==> config.mk <==
export PLATFORM = sky130hd
export DESIGN_NAME = muldiv_unit
export DESIGN_NICKNAME = d
export VERILOG_FILES = /design/src/rtl/muldiv_unit.sv
export SDC_FILE = /design/constraint.sdc
export NUM_CORES = 1
export LEC_CHECK = 0
export ABC_AREA = 0
export BUFFER_PORTS_ARGS = -buffer_cell sky130_fd_sc_hd__buf_2
export CAP_MARGIN = 20
export CORE_ASPECT_RATIO = 0.7
export CORE_MARGIN = 1
export CORE_UTILIZATION = 50
export CTS_BUF_LIST = sky130_fd_sc_hd__clkbuf_4 sky130_fd_sc_hd__clkbuf_8
export CTS_CLUSTER_SIZE = 20
export DETAILED_ROUTE_END_ITERATION = 6
export PLACE_DENSITY = 0.66
export SYNTH_ARGS = -nofsm -noshare
export SYNTH_HDL_FRONTEND = slang
export SYNTH_SLANG_ARGS = --single-unit
==> constraint.sdc <==
create_clock -name clk -period 7.3 [get_ports clk]
set_clock_uncertainty 0.1 [all_clocks]
set_input_delay 1.095 -clock clk [delete_from_list [all_inputs] [get_ports clk]]
set_output_delay 1.095 -clock clk [all_outputs]
set_load 0.005 [all_outputs]
==> src/rtl/muldiv_unit.sv <==
// ---------------------------------------------------------------------------
// muldiv_unit -- iterative multiply / divide unit with architectural HI/LO.
//
// Multiply: shift-add on unsigned magnitudes, MUL_STEP multiplier bits per
// cycle. Divide: restoring, one quotient bit per cycle. A single FIX cycle
// applies sign correction and the divide special cases, then writes HI/LO.
//
// Ports
//   clk                 sole clock, rising edge
//   resetn              synchronous active-low reset
//   mul_start/div_start operation requests (accepted only in IDLE, cancel low;
//                       mul_start wins if both are high)
//   op_signed           1 = two's-complement operands
//   op_a, op_b          multiplicand/multiplier or dividend/divisor
//   cancel              flush: aborts an operation in flight, blocks starts
//   mthi, mtlo, mt_data direct HI/LO writes while idle
//   busy                high whenever the FSM is not IDLE
//   done                one-cycle pulse, high together with the new HI/LO
//   hi, lo              architectural HI and LO registers
// ---------------------------------------------------------------------------
module muldiv_unit #(
    parameter int WIDTH    = 32,
    parameter int MUL_STEP = 4
) (
    input  logic             clk,
    input  logic             resetn,
    input  logic             mul_start,
    input  logic             div_start,
    input  logic             op_signed,
    input  logic [WIDTH-1:0] op_a,
    input  logic [WIDTH-1:0] op_b,
    input  logic             cancel,
    input  logic             mthi,
    input  logic             mtlo,
    input  logic [WIDTH-1:0] mt_data,
    output logic             busy,
    output logic             done,
    output logic [WIDTH-1:0] hi,
    output logic [WIDTH-1:0] lo
);

    localparam int CNT_W   = $clog2(WIDTH + 1);
    localparam int MUL_CYC = WIDTH / MUL_STEP;

    localparam logic [1:0] ST_IDLE = 2'd0;
    localparam logic [1:0] ST_MUL  = 2'd1;
    localparam logic [1:0] ST_DIV  = 2'd2;
    localparam logic [1:0] ST_FIX  = 2'd3;

    logic [1:0]         state_reg;
    logic [CNT_W-1:0]   cnt_reg;
    // Multiply: {partial product high half, remaining multiplier bits}.
    // Divide:   {partial remainder, dividend bits shifting into quotient}.
    logic [2*WIDTH-1:0] acc_reg;
    logic [WIDTH-1:0]   mag_reg;      // multiplicand or divisor magnitude
    logic [WIDTH-1:0]   a_orig_reg;   // raw dividend, returned in HI on /0
    logic               neg_a_reg;
    logic               neg_b_reg;
    logic               is_div_reg;
    logic               div0_reg;
    logic [WIDTH-1:0]   hi_reg;
    logic [WIDTH-1:0]   lo_reg;
    logic               done_reg;

    logic               start_ok;
    logic [WIDTH-1:0]   abs_a;
    logic [WIDTH-1:0]   abs_b;

    assign start_ok = (state_reg == ST_IDLE) && !cancel && (mul_start || div_start);
    assign abs_a    = (op_signed && op_a[WIDTH-1]) ? -op_a : op_a;
    assign abs_b    = (op_signed && op_b[WIDTH-1]) ? -op_b : op_b;

    // ---------------- multiply step ----------------
    // One shifted copy of the multiplicand per multiplier bit in this digit.
    logic [WIDTH+MUL_STEP-1:0]   pp [MUL_STEP];
    logic [WIDTH+MUL_STEP-1:0]   mul_sum;
    logic [2*WIDTH+MUL_STEP-1:0] mul_cat;
    logic [2*WIDTH-1:0]          mul_next;

    generate
        for (genvar gi = 0; gi < MUL_STEP; gi++) begin : g_pp
            assign pp[gi] = acc_reg[gi] ? ({{MUL_STEP{1'b0}}, mag_reg} << gi) : '0;
        end
    endgenerate

    // The sum cannot exceed (2^W-1)*2^S, so W+S bits hold it exactly.
    always_comb begin
        mul_sum = {{MUL_STEP{1'b0}}, acc_reg[2*WIDTH-1:WIDTH]};
        for (int i = 0; i < MUL_STEP; i++) begin
            mul_sum = mul_sum + pp[i];
        end
        mul_cat  = {mul_sum, acc_reg[WIDTH-1:0]} >> MUL_STEP;
        mul_next = mul_cat[2*WIDTH-1:0];
    end

    // ---------------- divide step ----------------
    logic [WIDTH:0]     div_shift;
    logic [WIDTH:0]     div_trial;
    logic [2*WIDTH-1:0] div_next;

    // Partial remainder stays below the divisor, so the shifted value is
    // below twice the divisor and bit WIDTH of the trial is a clean borrow.
    always_comb begin
        div_shift = {acc_reg[2*WIDTH-1:WIDTH], acc_reg[WIDTH-1]};
        div_trial = div_shift - {1'b0, mag_reg};
        if (div_trial[WIDTH]) begin
            div_next = {div_shift[WIDTH-1:0], acc_reg[WIDTH-2:0], 1'b0};
        end else begin
            div_next = {div_trial[WIDTH-1:0], acc_reg[WIDTH-2:0], 1'b1};
        end
    end

    // ---------------- sign correction / special cases ----------------
    logic [2*WIDTH-1:0] prod_fix;
    logic [WIDTH-1:0]   quo_fix;
    logic [WIDTH-1:0]   rem_fix;
    logic [WIDTH-1:0]   res_hi;
    logic [WIDTH-1:0]   res_lo;

    // Most-negative / -1 needs no special path: the magnitude quotient is
    // 2^(W-1) and, with both signs negative, it is left unnegated.
    always_comb begin
        prod_fix = (neg_a_reg ^ neg_b_reg) ? -acc_reg : acc_reg;
        if (div0_reg) begin
            quo_fix = '1;
            rem_fix = a_orig_reg;
        end else begin
            quo_fix = (neg_a_reg ^ neg_b_reg) ? -acc_reg[WIDTH-1:0] : acc_reg[WIDTH-1:0];
            rem_fix = neg_a_reg ? -acc_reg[2*WIDTH-1:WIDTH] : acc_reg[2*WIDTH-1:WIDTH];
        end
        if (is_div_reg) begin
            res_hi = rem_fix;
            res_lo = quo_fix;
        end else begin
            res_hi = prod_fix[2*WIDTH-1:WIDTH];
            res_lo = prod_fix[WIDTH-1:0];
        end
    end

    // ---------------- state ----------------
    always_ff @(posedge clk) begin
        if (!resetn) begin
            state_reg  <= ST_IDLE;
            cnt_reg    <= '0;
            acc_reg    <= '0;
            mag_reg    <= '0;
            a_orig_reg <= '0;
            neg_a_reg  <= 1'b0;
            neg_b_reg  <= 1'b0;
            is_div_reg <= 1'b0;
            div0_reg   <= 1'b0;
            hi_reg     <= '0;
            lo_reg     <= '0;
            done_reg   <= 1'b0;
        end else begin
            done_reg <= 1'b0;
            case (state_reg)
                ST_IDLE: begin
                    if (start_ok) begin
                        neg_a_reg  <= op_signed & op_a[WIDTH-1];
                        neg_b_reg  <= op_signed & op_b[WIDTH-1];
                        a_orig_reg <= op_a;
                        is_div_reg <= !mul_start;
                        div0_reg   <= !mul_start && (op_b == '0);
                        if (mul_start) begin
                            state_reg <= ST_MUL;
                            acc_reg   <= {{WIDTH{1'b0}}, abs_b};
                            mag_reg   <= abs_a;
                            cnt_reg   <= CNT_W'(MUL_CYC - 1);
                        end else begin
                            state_reg <= ST_DIV;
                            acc_reg   <= {{WIDTH{1'b0}}, abs_a};
                            mag_reg   <= abs_b;
                            cnt_reg   <= CNT_W'(WIDTH - 1);
                        end
                    end else begin
                        if (mthi) hi_reg <= mt_data;
                        if (mtlo) lo_reg <= mt_data;
                    end
                end
                ST_MUL, ST_DIV: begin
                    if (cancel) begin
                        state_reg <= ST_IDLE;
                    end else begin
                        acc_reg <= (state_reg == ST_MUL) ? mul_next : div_next;
                        if (cnt_reg == '0) begin
                            state_reg <= ST_FIX;
                        end else begin
                            cnt_reg <= cnt_reg - CNT_W'(1);
                        end
                    end
                end
                default: begin  // ST_FIX
                    state_reg <= ST_IDLE;
                    if (!cancel) begin
                        hi_reg   <= res_hi;
                        lo_reg   <= res_lo;
                        done_reg <= 1'b1;
                    end
                end
            endcase
        end
    end

    assign busy = (state_reg != ST_IDLE);
    assign done = done_reg;
    assign hi   = hi_reg;
    assign lo   = lo_reg;

endmodule

# After elaboration in Yosys (flattened, before gate mapping)
# Cells that the tools add are included.
# classes
n_addsub	11
n_eq_ne	10
mux	39
n_bitwise	5
reduce_logical	21
# op_table
operator	count
$mux 32	17
$mux 64	5
$neg 32->32	4
$pmux 32 s2	2
$pmux 64 s2	1
$neg 64->64	1
$add 35x35->36	1
$add 34x34->35	1
$mux 35	1
$add 33x33->34	1
$mux 34	1
$add 32x32->33	1
$mux 33	1
$sub 33x32->33	1
$logic_not 32->1	1
$mux 6	3
$ne 2x2->1 const B	6
$pmux 6 s2	1
$reduce_and 4->1	3
$mux 2	4
$logic_not 6->1	1
$sub 6x1->6 const B	1
$logic_and 1x1->1	5
$mux 5	1
17 further kinds	22
# word_totals
regBits	205
in_bits	104
out_inout_bits	66
word_cells	98

# Longest topological paths before layout
# Gate-level depths: netlist of the first run.
# logic_depth
depth_word	8
depth_mapped	21
ltp_nobuf	19

# Worst setup path after synthesis of the first run
# Ideal clock, no wire load.
# synth_timing
kind	reg2reg
from	reg acc_reg[2]
to	reg acc_reg[62]
setup_ps	79
t_arrival_ps	4730
t_required_ps	7121
slack_ps	2391
path_stages_with_launch	21
n_path_buf	2
period_less_slack_ps	4909
path_cell_list	dfxtp_1 > clkbuf_1 > clkbuf_1 > nand2_1 > fa_1 > inv_1 > fa_1 > inv_1 > fa_1 > inv_1 > ha_1 > nand2_1 > o31a_1 > o21ai_0 > a22oi_1 > a21o_1 > or3_1 > a31oi_1 > or4_1 > nand3_1 > a22oi_1
# synth_between
elab_chain_len	6
# synth_rtl
element	line_no	rtl
start: declaration	54	logic [2*WIDTH-1:0] acc_reg;
start signal: assignment	167	acc_reg <= {{WIDTH{1'b0}}, abs_b};
start signal: assignment	172	acc_reg <= {{WIDTH{1'b0}}, abs_a};
start signal: assignment	185	acc_reg <= (state_reg == ST_MUL) ? mul_next : div_next;
$mux 34	82	assign pp[gi] = acc_reg[gi] ? ({{MUL_STEP{1'b0}}, mag_reg} << gi) : '0;
$add 34x34->35	90	mul_sum = mul_sum + pp[i];
$add 35x35->36	90	
$mux 64	185	
$mux 64	182	if (cancel) begin
$pmux 64 s2	157	case (state_reg)
# No other way between the ends. The select of a mux whose other input is x is not followed.
# A chain may end at the register's enable or synchronous reset.

# Worst setup path in the final report of the first run
# layout_timing
from	reg acc_reg[3]
to	reg acc_reg[63]
# layout_between
elab_chain_len	5
# layout_rtl
element	line_no
$mux 35	82
$add 35x35->36	90
$mux 64	185
$mux 64	182
$pmux 64 s2	157
# No other way between the ends. The select of a mux whose other input is x is not followed.

==> impl_metrics.csv, run 1 <==
group,metric,value,unit
cts,hold_buffers,0,
detailed_routing,first_iter_violations,2663,
cells_and_area,drive_gt1_share,11.7,%
cells_and_area,nets,3090,
floorplan,die_y,169,microns
timing,finalSetupTns,0,ns
timing,setup_viol,0,
placed_design,gp_congestion,1.03,
detailed_routing,wire_per_inst,23.3,microns
logic_synthesis,postSynth.asyncResetShare,0,%
critical_path,cp-end-kind,"register",
min_path,hold_depth,2,
placed_design,numPortBuffers,169,
cts,cts-htree-levels,2,
cells_and_area,fill_cells,3864,
flow_run,maxCapViolCount,0,
floorplan,die_width,240,microns
min_path,min_path_type,"register to register",
timing,setup_slack,1.41,ns
logic_synthesis,syn_inst,2743,
timing,min_period,5.89,ns
detailed_routing,first_pass_iters,7,
logic_synthesis,synth_area_per_cell,7.25,sq um
timing,finalHoldViolations,0,
critical_path,reg2reg_from,"acc_reg[3]",
critical_path,r2r_end,"acc_reg[63]",
logic_synthesis,synth.cell_area,19900,sq um
pwr,cellLeakagePower,9.43,nW
timing,period_share,80.7,%
outcome,violations,"design-rule violations",
critical_path,worstSetupPathType,"register to register",
cts,cts_tree,"built",
cts,cts_setup_buffers,0,
critical_path,worst_ep_arrival_time,6.25,ns
timing,worstMarginPinSlew,1.15,ns
detailed_routing,ant_nets,0,
global_routing,grt_start_max_net_pins,75,
cts,cts_buffers,37,
floorplan,ios,170,
logic_synthesis,yosys_warnings,0,
pwr,irDropWorstVdd,0.268,mV
global_routing,grt_antenna_before_repair,1,
timing,rsz0062_at_grt,"false",
min_path,hp-start,"hi[30]",
placed_design,preCtsSetupSlack,1.59,ns
timing,fmax,0.170,GHz
detailed_routing,vias,21000,
cts,root_buffer,"clkbuf_8",
critical_path,rrSetupSlack,1.41,ns
logic_synthesis,seq_area_frac_synth,20.6,%
detailed_routing,drc,5,
logic_synthesis,ys_ff_latch,205,
global_routing,grt_util_all_layers,38.2,%
pwr,p_per_area,350,nW/um^2
timing,slew_headroom,22.8,%
cts,cts_max_path_buffers,3,
critical_path,cp_max_fo,21,
global_routing,grt_pass1_wl,117,mm
outcome,status,"finished with violations",
cts,postCtsResizedCells,0,
cts,clock_sinks,205,
detailed_routing,viasPerCell,6.23,
global_routing,grt_overflow_total,0,
cts,insertion_delay,0.60,ns
min_path,holdPathEnd,"hi[30]",
detailed_routing,finalWirelength,78.3,mm
floorplan,placementRows,60,
placed_design,dpl.hpwl,60.6,mm
cells_and_area,n_antenna_cell,0,
critical_path,r2r_cells,19,
logic_synthesis,synthesis.nets,3022,
logic_synthesis,synth_cell_types,85,
logic_synthesis,synth_edf_count,0,
critical_path,critPathLaunchType,"register",
cts,cts.clk_slew.worst_paths,0.07,ns
floorplan,dieArea,40600,sq um
global_routing,first_global_vias,19300,
timing,drv_slew,0,
cells_and_area,largest_reg_flops,64,
critical_path,required,7.66,ns
floorplan,core,38800,sq um
cells_and_area,synthToLayoutAreaGrowth,9.83,%
floorplan,start_util,51.2,%
logic_synthesis,synth_ff_type,"dfxtp_1",
cells_and_area,final_cell_mix,"a21oi_1 (323), nand2_1 (319), nor2_1 (305)",
cells_and_area,final_common_cell,"a21oi_1",
-- how the worst max path moves through the flow --
stage,from,endpoint,cells past startpoint
detailed placement,acc_reg[3],acc_reg[63],19
global placement,acc_reg[3],acc_reg[63],19
global route,acc_reg[3],acc_reg[63],19
finish,acc_reg[3],acc_reg[63],19
floorplan,acc_reg[2],acc_reg[62],20
CTS,acc_reg[3],acc_reg[63],19
-- final cells by class --
type	instances	area [sq um]	area share (%)
multi-input cells	2086	14100	64.5
flip-flops and latches	205	4110	18.8
repair buffers	198	1070	4.89
inverters	283	1060	4.87
clock buffers	49	668	3.06
well taps	527	659	3.02
clock inverters	16	181	0.830
-- power breakdown --
part / leakage [nW] / switching [mW] / total, mW / internal (mW)
Combinational: 7.31 / 3.01 / 4.53 / 1.53
Sequential: 1.68 / 0.395 / 1.80 / 1.40
Clock: 0.441 / 0.592 / 1.30 / 0.713
Total: 9.43 / 3.99 / 7.64 / 3.64
-- metrics by stage --
step                      power, mW  hold WS [ns]  utilization (%)  area, sq um  cells
final                          7.64         0.362             56.3        21800   3364
after global routing           8.06         0.383             56.3        21800   3364
after CTS                      7.48         0.359             56.3        21800   3363
after detailed placement       6.18         0.351             54.1        21000   3298
after global placement         6.10         0.352             54.1        21000   3298
after floorplan                4.77         0.333                -        19900   2743
-- worst max-delay path: stages (launching register included) --
cell and delay (ns):
dfxtp_1 0.77, buf_4 0.39, nand2_1 0.12, fa_1 0.53, inv_1 0.06, fa_1 0.54, inv_1 0.07, fa_1 0.55
inv_1 0.05, ha_1 0.42, nand4_1 0.26, nor2_1 0.23, nand2_1 0.14, a21oi_1 0.45, o21ai_0 0.28, a31oi_1 0.32
a21o_1 0.16, a21oi_1 0.08, xnor2_1 0.14, o211ai_1 0.09
-- cells by family (layout without fill, tap and decap cells) --
group           Yosys count  in the layout  share of synthesized area [%]
mux                      64             64                           3.38
simple gates            882            882                           20.0
compound gates          760            760                           23.6
buf+inv                 452            546                           8.76
flops                   205            205                           20.6
xor+xnor                205            205                           9.03
fa+ha+maj               175            175                           14.6
-- routing by layer --
metal,up-vias,wire length [microns],track usage (%)
met2,1267,31700,54.1
met3,137,9450,8.41
met5,-,13,0
met1,10000,34900,57.4
li1,9517,-,-
met4,2,2240,10.9
-- synth_stat cells (18+ instances only) --
| master | n | share of area (%) |
|---|---|---|
| ha_1 | 81 | 5.1 |
| o31ai_1 | 18 | 0.68 |
| dfxtp_1 | 205 | 21 |
| a21o_1 | 28 | 1.1 |
| nand2_1 | 319 | 6.0 |
| fa_1 | 94 | 9.5 |
| a21oi_1 | 324 | 8.2 |
| clkbuf_1 | 138 | 2.6 |
| nand2b_1 | 25 | 0.79 |
| a211oi_1 | 68 | 2.6 |
| xnor2_1 | 142 | 6.3 |
| mux2i_1 | 39 | 2.0 |
| xor2_1 | 63 | 2.8 |
| o211ai_1 | 25 | 0.94 |
| nor2_1 | 306 | 5.8 |
| mux2_2 | 25 | 1.4 |
| nand3_1 | 30 | 0.75 |
| o21ai_0 | 127 | 3.2 |
| nor3_1 | 67 | 1.7 |
| inv_1 | 275 | 5.2 |
Note: power is estimated with default switching activity, not from simulation.
==> inputs of run 2 (changes only) <==
Settings changed: PLACE_DENSITY 0.66 to 0.68.
Clock period 7.3 ns to 5.1 ns, I/O delays scaled along.
==> run 2 against run 1 <==
  * The flow still finishes with violations (design-rule violations)
  * Register-to-register slack lost 1.2 ns
  * Sequential share of layout area is 0.79 points lower
  * Flip-flop and latch count unchanged
  * First-iteration DRC count up 24%
  * Sequential power is 38% higher
==> impl_metrics.csv, run 2 (same netlist as run 1, synthesis figures left out) <==
group,metric,value,unit
cells_and_area,synthToLayoutAreaGrowth,14.9,%
cells_and_area,final_common_cell,"a21oi_1",
critical_path,reg2reg_from,"acc_reg[36]",
cts,root_buffer,"clkbuf_8",
global_routing,grt_util_all_layers,40.1,%
detailed_routing,drc,19,
floorplan,die_y,169,microns
placed_design,dpl.cell_count,3422,
cts,cts_setup_buffers,0,
outcome,status,"finished with violations",
cells_and_area,largest_reg_flops,64,
critical_path,crit_slowest_cell,"fa_1",
outcome,violations,"design-rule violations",
pwr,combPwrFrac,62.0,%
min_path,min_path_type,"register to register",
critical_path,critical_path.top_delay_family,"adder cells",
critical_path,endpoint,"acc_reg[62]",
pwr,cellLeakagePower,10.1,nW
floorplan,placementRows,60,
global_routing,grt_pass1_wl,122,mm
critical_path,path_buf_inv,5,
critical_path,critPathLaunchType,"register",
cts,cts_max_path_buffers,3,
pwr,irDropWorstVdd,0.489,mV
timing,finalSetupTns,0,ns
cells_and_area,final_cell_mix,"a21oi_1 (321), nand2_1 (319), nor2_1 (305)",
timing,finalHoldViolations,0,
critical_path,r2r_cells,19,
cts,clock_sinks,205,
critical_path,worstSetupStartpoint,"acc_reg[36]",
cells_and_area,drive_gt1_share,15.8,%
detailed_routing,ant_nets,0,
critical_path,slowest_delay,0.56,ns
critical_path,cp_max_fo,3,
pwr,pwr-share-seq,22.0,%
floorplan,core,38800,sq um
timing,rsz0062_at_grt,"false",
critical_path,worst-path-stages,19,
cts,cts.clk_slew.worst_paths,0.07,ns
timing,min_period,4.93,ns
global_routing,first_global_vias,19900,
detailed_routing,first_pass_iters,7,
critical_path,worst_ep_arrival_time,5.33,ns
floorplan,die_width,240,microns
cts,cts_tree,"built",
cts,hold_buffers,0,
floorplan,ios,170,
global_routing,grt_overflow_total,0,
critical_path,cp-end-kind,"register",
floorplan,dieArea,40600,sq um
pwr,p_int,5.41,mW
detailed_routing,wire_per_inst,23.6,microns
critical_path,r2r_end,"acc_reg[62]",
timing,period_share,96.7,%
cells_and_area,n_antenna_cell,0,
pwr,p_switching,5.86,mW
timing,slew_headroom,32.3,%
placed_design,dpl.hpwl,64.4,mm
cts,cts_buffers,36,
floorplan,start_util,51.2,%
timing,fmax,0.203,GHz
critical_path,required,5.50,ns
critical_path,cp_cell_sequence,"clkinv_1 -> fa_1 -> inv_1 -> fa_1 -> inv_1 -> fa_1 -> inv_1 -> ha_1 -> a211oi_1 -> o31a_1 -> o21ai_2 -> a22oi_1 -> buf_4 -> a21o_1 -> or3_1 -> a31oi_1 -> or4_1 -> nand3_1 -> a22oi_1",
pwr,p_clk_share,16.0,%
detailed_routing,viasPerCell,6.23,
timing,setup_viol,0,
detailed_routing,vias,21700,
pwr,p_per_area,493,nW/um^2
cts,insertion_delay,0.61,ns
placed_design,numPortBuffers,169,
placed_design,gp_congestion,1.08,
cts,cts-htree-levels,2,
flow_run,maxCapViolCount,0,
cells_and_area,fin_cells,3487,
detailed_routing,finalWirelength,82.2,mm
global_routing,grt_antenna_before_repair,0,
pwr,sw_frac_of_total,52.0,%
critical_path,worstSetupPathType,"register to register",
cells_and_area,nets,3214,
global_routing,grt_start_max_net_pins,72,
timing,worstMarginPinSlew,1.01,ns
critical_path,rrSetupSlack,0.17,ns
detailed_routing,first_iter_violations,3309,
timing,drv_slew,0,
run 2: final cells by class:
class                           count  area, sq um
Multi-Input combinational cell   2086        14100
Clock inverter                     11          131
Inverter                          283         1060
Sequential cell                   205         4110
Clock buffer                       52          691
Tap cell                          527          659
Timing Repair Buffer              323         2060
Fill cell                        3704        16000
run 2: how the worst min path moves through the flow:
stage / slack [ns] / to / from / depth (start not counted)
after floorplan: 0.33 / a_orig_reg[10] / a_orig_reg[10] / 2
after global placement: 0.35 / hi[30] / hi[30] / 2
after detailed placement: 0.35 / a_orig_reg[26] / a_orig_reg[26] / 2
after CTS: 0.35 / hi[31] / mt_data[31] / 3
after global routing: 0.36 / hi[31] / mt_data[31] / 3
final: 0.36 / a_orig_reg[26] / a_orig_reg[26] / 2
run 2: stage by stage:
| step | setup slack [ns] | hold WS, ns | power (mW) | utilization [%] | instance area, sq um |
|---|---|---|---|---|---|
| final | 0.169 | 0.362 | 11.3 | 58.9 | 22900 |
| after global routing | 0.00346 | 0.364 | 11.9 | 58.9 | 22900 |
| after CTS | 0.0557 | 0.346 | 11.0 | 58.7 | 22800 |
| after detailed placement | -0.246 | 0.352 | 9.16 | 56.5 | 21900 |
| after global placement | -0.116 | 0.346 | 9.06 | 56.5 | 21900 |
| after floorplan | 0.191 | 0.333 | 6.83 | - | 19900 |
run 2: worst register-to-register path: stages, from the launching register on:
cell      delay, ns
dfxtp_1        0.34
clkinv_1       0.16
fa_1           0.57
inv_1          0.06
fa_1           0.55
inv_1          0.06
fa_1           0.54
inv_1          0.07
ha_1           0.30
a211oi_1       0.09
o31a_1         0.32
o21ai_2        0.20
a22oi_1        0.10
buf_4          0.17
a21o_1         0.19
or3_1          0.41
a31oi_1        0.22
or4_1          0.14
nand3_1        0.07
a22oi_1        0.20
run 2: layer usage:
layer  vias up  global-route usage [%]  routed length (microns)
met3       199                    12.9                    11500
met2      1456                    56.7                    33300
met1     10300                    56.6                    34500
met4         0                    14.4                     3000
li1       9770                       -                        -
met5         -                       0                        0
run 2: power by group through the flow:
stage | combinational [mW] | sequential [mW] | clock [mW]
3_3_place_gp | 6.60 | 2.47 | 0
6_report | 6.99 | 2.48 | 1.81
2_1_floorplan | 4.52 | 2.31 | 0
3_5_place_dp | 6.69 | 2.48 | 0
5_1_grt | 7.50 | 2.51 | 1.86
4_1_cts | 6.73 | 2.45 | 1.80
run 2: repair_timing:
item	4_1_cts	5_1_grt
cloned	0	0
gates resized for setup	5	16
setup endpoints to repair	5	9
